$ cat config.mk
export PLATFORM = sky130hd
export DESIGN_NAME = forwarder_arbiter
export DESIGN_NICKNAME = d
export VERILOG_FILES = /design/src/rtl/fwd_arb_pkg.sv /design/src/rtl/forwarder_arbiter_rr_pick.sv /design/src/rtl/forwarder_arbiter.sv
export SDC_FILE = /design/constraint.sdc
export NUM_CORES = 1
export LEC_CHECK = 0
export ABC_AREA = 1
export CAP_MARGIN = 10
export CELL_PAD_IN_SITES_DETAIL_PLACEMENT = 2
export CELL_PAD_IN_SITES_GLOBAL_PLACEMENT = 2
export CORE_ASPECT_RATIO = 1.2
export CORE_MARGIN = 3
export CORE_UTILIZATION = 10
export CTS_BUF_LIST = sky130_fd_sc_hd__clkbuf_2
export DETAILED_ROUTE_END_ITERATION = 8
export PLACE_DENSITY = 0.95
export SYNTH_ARGS = -nofsm -noshare
export SYNTH_HDL_FRONTEND = slang
export SYNTH_SLANG_ARGS = --single-unit
export TNS_END_PERCENT = 30
$ cat constraint.sdc
create_clock -name clk -period 1.9 [get_ports clk]
set_clock_uncertainty 0.1 [all_clocks]
set_input_delay 0.57 -clock clk [delete_from_list [all_inputs] [get_ports clk]]
set_output_delay 0.57 -clock clk [all_outputs]
set_load 0.02 [all_outputs]
$ cat src/rtl/fwd_arb_pkg.sv
// Shared constants for the forwarder arbiter: FSM state encoding and the
// helper that sizes the granted-VM index.
package fwd_arb_pkg;

   localparam logic [1:0] ARB_IDLE    = 2'd0;
   localparam logic [1:0] ARB_GRANT   = 2'd1;
   localparam logic [1:0] ARB_RELEASE = 2'd2;

   localparam int ARB_DEFAULT_N_VMS = 4;

   // Index width for n requesters; a single requester still needs one bit.
   function automatic int sel_width(input int n);
      return (n < 2) ? 1 : $clog2(n);
   endfunction

   localparam int ARB_DEFAULT_SEL_W = sel_width(ARB_DEFAULT_N_VMS);

endpackage

$ cat src/rtl/forwarder_arbiter_rr_pick.sv
// Combinational round-robin pick: first asserted request scanning from
// last+1 upward with wrap-around; last itself has lowest priority.
module rr_pick #(
   parameter int N = 4,
   parameter int W = 2
) (
   input  logic [N-1:0] req,
   input  logic [W-1:0] last,
   output logic         valid,
   output logic [W-1:0] idx
);

   int pos;

   // Walk from the farthest offset down so the nearest requester wins.
   always_comb begin
      valid = 1'b0;
      idx   = '0;
      pos   = 0;
      for (int k = N; k >= 1; k--) begin
         pos = int'(last) + k;
         if (pos >= N) begin
            pos = pos - N;
         end
         if (req[W'(pos)]) begin
            valid = 1'b1;
            idx   = W'(pos);
         end
      end
   end

endmodule

$ cat src/rtl/forwarder_arbiter.sv
// Shares one downstream forwarder among N_VMS VMs with packet-locked round-robin
// grants. Optional packet counter is built when FWD_ARB_PKT_COUNT_EN is defined.
module forwarder_arbiter
   import fwd_arb_pkg::*;
#(
   parameter int N_VMS             = 4,
   parameter int PACKET_ADDR_WIDTH = 10,
   parameter int DATA_WIDTH        = 64
) (
   input  logic                              clk,
   input  logic                              rst,
   input  logic [N_VMS-1:0]                  vm_ready_for_fwd,
   output logic [PACKET_ADDR_WIDTH-1:0]      vm_fwd_rd_addr,
   output logic [N_VMS-1:0]                  vm_fwd_rd_en,
   input  logic [N_VMS*DATA_WIDTH-1:0]       vm_fwd_rd_data,
   output logic [N_VMS-1:0]                  vm_fwd_done,
   output logic                              fwd_ready,
   output logic [sel_width(N_VMS)-1:0]       fwd_sel,
   input  logic [PACKET_ADDR_WIDTH-1:0]      fwd_rd_addr,
   input  logic                              fwd_rd_en,
   output logic [DATA_WIDTH-1:0]             fwd_rd_data,
   input  logic                              fwd_done
`ifdef FWD_ARB_PKT_COUNT_EN
   ,
   output logic [31:0]                       pkt_count
`endif
);

   localparam int SEL_W = sel_width(N_VMS);

   logic [1:0]        state_reg, state_next;
   logic [SEL_W-1:0]  grant_reg, grant_next;
   logic [SEL_W-1:0]  last_grant_reg, last_grant_next;
   logic              pick_valid;
   logic [SEL_W-1:0]  pick_idx;
   logic              in_grant;
   logic [DATA_WIDTH-1:0] vm_data [N_VMS];

   rr_pick #(
      .N (N_VMS),
      .W (SEL_W)
   ) u_rr_pick (
      .req   (vm_ready_for_fwd),
      .last  (last_grant_reg),
      .valid (pick_valid),
      .idx   (pick_idx)
   );

   always_comb begin
      state_next      = state_reg;
      grant_next      = grant_reg;
      last_grant_next = last_grant_reg;
      case (state_reg)
         ARB_IDLE: begin
            if (pick_valid) begin
               state_next      = ARB_GRANT;
               grant_next      = pick_idx;
               last_grant_next = pick_idx;
            end
         end
         ARB_GRANT: begin
            if (fwd_done) begin
               state_next = ARB_RELEASE;
            end
         end
         // Guard cycle lets the released VM drop its ready before re-arbitration.
         ARB_RELEASE: state_next = ARB_IDLE;
         default:     state_next = ARB_IDLE;
      endcase
   end

   always_ff @(posedge clk) begin
      if (!rst) begin
         state_reg      <= ARB_IDLE;
         grant_reg      <= '0;
         last_grant_reg <= SEL_W'(N_VMS - 1);
      end else begin
         state_reg      <= state_next;
         grant_reg      <= grant_next;
         last_grant_reg <= last_grant_next;
      end
   end

`ifdef FWD_ARB_PKT_COUNT_EN
   logic [31:0] pkt_count_reg;

   always_ff @(posedge clk) begin
      if (!rst) begin
         pkt_count_reg <= '0;
      end else if (in_grant && fwd_done) begin
         pkt_count_reg <= pkt_count_reg + 32'd1;
      end
   end

   assign pkt_count = pkt_count_reg;
`endif

   assign in_grant       = (state_reg == ARB_GRANT);
   assign fwd_ready      = in_grant;
   assign fwd_sel        = grant_reg;
   assign vm_fwd_rd_addr = fwd_rd_addr;

   // Grant is stable from GRANT through RELEASE, so the one-cycle read latency survives.
   generate
      for (genvar gi = 0; gi < N_VMS; gi++) begin : g_vm
         logic hit;
         assign hit              = in_grant && (grant_reg == SEL_W'(gi));
         assign vm_fwd_rd_en[gi] = hit & fwd_rd_en;
         assign vm_fwd_done[gi]  = hit & fwd_done;
         assign vm_data[gi]      = vm_fwd_rd_data[gi*DATA_WIDTH +: DATA_WIDTH];
      end
   endgenerate

   assign fwd_rd_data = vm_data[grant_reg];

endmodule

Word level (Yosys, flattened, before mapping)
Cells that the tools add are included.

word-level totals
  register bits = 6
  output and inout bits = 85
  memories = 0
  ROM bits = 0
  input bits = 274
  bits in writable memories = 0
  bits in latches = 0

operators by class
  shift-type cells = 0
  add/sub/neg operators = 8
  magnitude comparators = 9
  bitwise gates (word level) = 9
  multiply operators = 0
  reductions and logical operators = 8
  divide/modulo/power cells = 0
  equality and inequality tests = 6
  mux-type cells = 30

operator list
  cell                                                         number
  binary-select mux 64 bit (select 2 bit)                      1
  2-to-1 mux 64 bit                                            2
  2-to-1 mux 2 bit                                             10
  less-than comparator 2 x 4 -> 1 bit (second input constant)  4
  >= comparator 3 bit (second input constant)                  4
  2-to-1 mux 1 bit                                             12
  AND 1 bit                                                    8
  binary-select mux 1 bit (select 2 bit)                       4
  subtractor 2 x 1 -> 2 bit (second input constant)            4
  adder 2 x 2 -> 3 bit (second input constant)                 2
  adder 2 x 3 -> 4 bit (second input constant)                 1
  equality test 2 x 1 -> 1 bit (second input constant)         2
  equality test 2 bit (second input constant)                  2
  >= comparator 4 x 3 -> 1 bit (second input constant)         1
  logical AND 1 bit                                            4
  logical NOT 2 bit                                            2
  inequality test 2 bit (second input constant)                2
  case mux 2 bit (2 select lines)                              1
  AND reduction 2 bit                                          2
  adder 2 x 1 -> 3 bit (second input constant)                 1
  NOT 2 -> 3 bit                                               1

Logic depth before layout (Yosys ltp)
  depth after elaboration = 12
  gate-level depth with buffers = 12
  depth with buffers taken out = 11

Cells and area by module
A second synthesis with hierarchy kept.

unflattened totals
  cell total of the unflattened synthesis = 453
  area, all modules = 2128.3 sq um

modules (own cells, without submodules)
  module             cells an instance  area an instance (sq um)  instances
  forwarder_arbiter  402                1881.8                    1
  rr_pick            51                 246.5                     1

Worst setup path before layout
OpenSTA, ideal clock, no wires.

  path type = reg-to-output
  from = register grant_reg[0] (netlist: fwd_sel[0])
  to = output vm_fwd_done[1]
  stages on the path, launching flop included = 7
  arrival = 1.371 ns
  slack = -0.141 ns
  data required time = 1.230 ns
  path buffers = 2
  cell sequence = dfxtp_1 inv_2 nor2_1 buf_2 buf_2 inv_2 nor2_1

on the way
  longest elaborated chain between the ends = 3

RTL lines
  element                       line                      RTL
  start, declared               forwarder_arbiter.sv:32   logic [SEL_W-1:0] grant_reg, grant_next;
  start signal, assigned        forwarder_arbiter.sv:79   grant_reg <= grant_next;
  equality test 2 x 1 -> 1 bit  forwarder_arbiter.sv:107  assign hit = in_grant && (grant_reg == SEL_W'(gi));
  logical AND 1 bit             forwarder_arbiter.sv:107
  AND 1 bit                     forwarder_arbiter.sv:109  assign vm_fwd_done[gi] = hit & fwd_done;
  end, declared                 forwarder_arbiter.sv:16   output logic [N_VMS-1:0] vm_fwd_done,

Every way passes these cells.

Worst setup path after layout
  from = register grant_reg[1] (netlist: fwd_sel[1])
  to = output fwd_rd_data[33]

on the way
  longest elaborated chain between the ends = 4

RTL lines
  element                                               line                      RTL
  NOT 2 -> 3 bit (implied by the code)                  forwarder_arbiter.sv:114  assign fwd_rd_data = vm_data[grant_reg];
  binary-select mux 64 bit (select 2 bit)               forwarder_arbiter.sv:114
  2-to-1 mux 64 bit (implied by the code) (2 in a row)  forwarder_arbiter.sv:114
  end, declared                                         forwarder_arbiter.sv:21   output logic [DATA_WIDTH-1:0] fwd_rd_data,

Every way passes these cells. The select of a mux whose other input is x is not followed.

==> flow_summary_export.csv <==
group,metric,value,unit
logic_synthesis,synth-async-reset-ratio,0,%
timing,rsz0062_at_grt,"true",
floorplan,core,21260,um^2
critical_path,critical_path_required,1.23,ns
global_routing,grt_remaining_overflow,0,
finish,nNetsFinal,1026,
power_and_ir_drop,p_leak,2.968,nW
critical_path,critPathCaptureType,"output pin",
critical_path,reg2reg_from,"last_grant_reg[0]",
hold_path,hold_depth,3,
global_routing,antenna_found_initial,2,
logic_synthesis,synth-simple-area-share,55.80,%
timing,setup_violations,72,
floorplan,fp.dieArea,23820,um^2
critical_path,crit_type,"flip-flop to output pin",
placed_design,dp_hpwl,16.65,mm
critical_path,reg2reg_to,"last_grant_reg[1]",
logic_synthesis,synthXorXnorAreaFrac,0,%
drt,drt_iter0_markers,102,
logic_synthesis,syn-num-nets,672,
drt,first_pass_iters,4,
floorplan,die_y,168.5,um
global_routing,grt_max_degree,44,
clocking,htree_levels,1,
power_and_ir_drop,powerDensity,1624,nW/um^2
critical_path,cp_max_fo,7,
timing,finalHoldViolCount,0,
logic_synthesis,synth_top_area_share,44.82,%
logic_synthesis,yosysUniqueCellTypes,23,
logic_synthesis,synth-edff-count,0,
critical_path,r2r_setup_slack,0.23,ns
logic_synthesis,synth_top_cells_by_area,"nand3_1, a22oi_1, nand2_1",
finish,area_growth,231.7,%
logic_synthesis,syn_area,2200,um^2
logic_synthesis,synth_top_family_by_area,"simple AND/OR/NAND/NOR gates",
timing,maxSlewViolCount,0,
critical_path,worst-endpoint-arrival,1.57,ns
finish,seq_area,127.6,um^2
floorplan,die_w,141.4,um
floorplan,ios,359,
clocking,clock_sinks,6,
critical_path,r2r_cells,7,
timing,min_period,2.244,ns
clocking,hold_buffers,0,
logic_synthesis,yosys.area.top_type,"nand3_1",
timing,tightest_slew,0.4683,ns
logic_synthesis,syn_inst,398,
logic_synthesis,synth_compound_area_share,23.55,%
logic_synthesis,synth_warnings,0,
logic_synthesis,ys.flop_type,"dfxtp_1",
flow_run,cap_violations,0,
clocking,worstSkewPairLatency,0.24,ns
clocking,cts_buffers,3,
drt,drc_errors,0,
drt,wl_per_cell,22.64,um
timing,fmax,0.4457,GHz
finish,drive_gt1_share,37.95,%
timing,whs,0.5141,ns
floorplan,initial_core_util,10.34,%
global_routing,grt_util_all_layers,16.36,%
logic_synthesis,synth_seq_area_share,5.461,%
logic_synthesis,synthAdderAreaFrac,0,%
hold_path,holdCritStartpoint,"state_reg[1]",
clocking,clockRootBuffer,"clkbuf_2",
finish,multi_input_area,2369,um^2
logic_synthesis,yosys-top-cells-count,"nand3_1, a22oi_1, nand2_1",
global_routing,grt_first_pass_wirelength,30.66,mm
power_and_ir_drop,ir_drop,0.0008216,V
placed_design,place.gp.congestion,0.8171,
status,status,"finished with violations",
hold_path,hp-class,"flip-flop to flip-flop",
finish,diodes,0,
finish,final_util,34.31,%
logic_synthesis,synth.most_common_cell,"nand3_1",
timing,fin_ws,-0.3438,ns
drt,vias,4746,
placed_design,port_buffers,338,
clocking,clk_pin_slew,0.08,ns
status,violations,"setup timing",
clocking,cts_tree,"done",
power_and_ir_drop,total_power,11.85,mW
clocking,ctsLongestPathBuffers,2,
timing,timing.setup.tns,-18.71,ns
hold_path,holdPathEnd,"state_reg[0]",
finish,n_fill_cell,2354,
drt,vias_per_cell,4.648,
timing,fin_crit_sh,118.1,%
timing,maxSlewHeadroom,68.74,%
critical_path,startpoint_type,"flip-flop",
logic_synthesis,synthMuxAreaShare,0,%
drt,wl,23.12,mm
logic_synthesis,synth-seq-cells,6,
drt,antenna_left,0,
global_routing,grt_pass1_vias,5209,
logic_synthesis,avgSynthCellArea,5.527,um^2
floorplan,num_rows,58,
[per-layer routing]
metal  vias to the layer above  wire [um]  global-route usage [%]
li1                       2179          -                       -
met1                      2290       8180                   16.71
met2                       237      12750                   33.32
met3                        36       1698                   3.673
met4                         4        469                   3.339
met5                         -         22                       0
[stage by stage]
step | cells | worst slack (ns) | instance area [um^2]
after floorplan | 398 | -0.01436 | 2479
after global placement | 991 | -0.7745 | 6351
after detailed placement | 991 | -0.8469 | 6351
after CTS | 1000 | -0.4023 | 6673
after global routing | 1021 | -0.4238 | 7296
final | 1021 | -0.3438 | 7296
[final cells by class]
| type | count | share of cell area [%] |
|---|---|---|
| multi-input cells | 323 | 32.46 |
| flip-flops and latches | 6 | 1.749 |
| repair buffers | 403 | 59.94 |
| inverters | 15 | 0.9432 |
| well taps | 270 | 4.630 |
| clock buffers | 4 | 0.2744 |
[worst max-delay path, cell delays in order, from the launching register on]
cell and delay [ns]:
dfxtp_4 0.42, nor2_4 0.07, buf_6 0.13, buf_12 0.14, buf_6 0.12, a22oi_2 0.19, nand3_2 0.11, buf_6 0.14
[power by group]
group          internal [mW]  total [mW]  switching, mW
clock network         0.0558       0.112         0.0565
registers              0.190       0.308          0.119
logic                   5.51        11.4           5.91
[worst max path at each step]
stage / end / depth (start not counted) / slack (ns) / start
after floorplan: vm_fwd_done[0] / 6 / -0.01 / fwd_sel[1]
after global placement: fwd_rd_data[29] / 5 / -0.77 / vm_fwd_rd_data[93]
after global routing: fwd_rd_data[60] / 7 / -0.42 / fwd_sel[0]
after detailed placement: vm_fwd_done[3] / 4 / -0.85 / fwd_done
after CTS: fwd_rd_data[6] / 4 / -0.40 / vm_fwd_rd_data[6]
final: fwd_rd_data[33] / 7 / -0.34 / fwd_sel[1]
[placed cells by master, fill, tap and decap left out, drive strengths merged, types with 2 or more instances in the layout]
cell type	instances
dlygate4sd2	6
nand3	197
dlymetal6s2s	2
inv	15
a21oi	5
nor2	13
clkdlybuf4s50	255
a22oi	63
clkbuf	9
nand2	40
buf	133
dfxtp	6
[timing repair]
| action | CTS | global route |
|---|---|---|
| pin swaps | 13 | 20 |
| setup endpoints to repair | 75 | 78 |
| gates resized for setup | 452 | 103 |
| setup buffers | 3 | 15 |
| hold endpoints to repair | 0 | 0 |
| gates cloned | 3 | 6 |
[kinds of logic (layout without fill, tap and decap cells)]
group                  count (synthesis)  after routing
flip-flops                             6              6
buffers and inverters                 69            422
AND/OR/NAND/NOR                      253            253
AO/OA/AOI/OAI                         70             70
(Power assumes the default switching activity.)
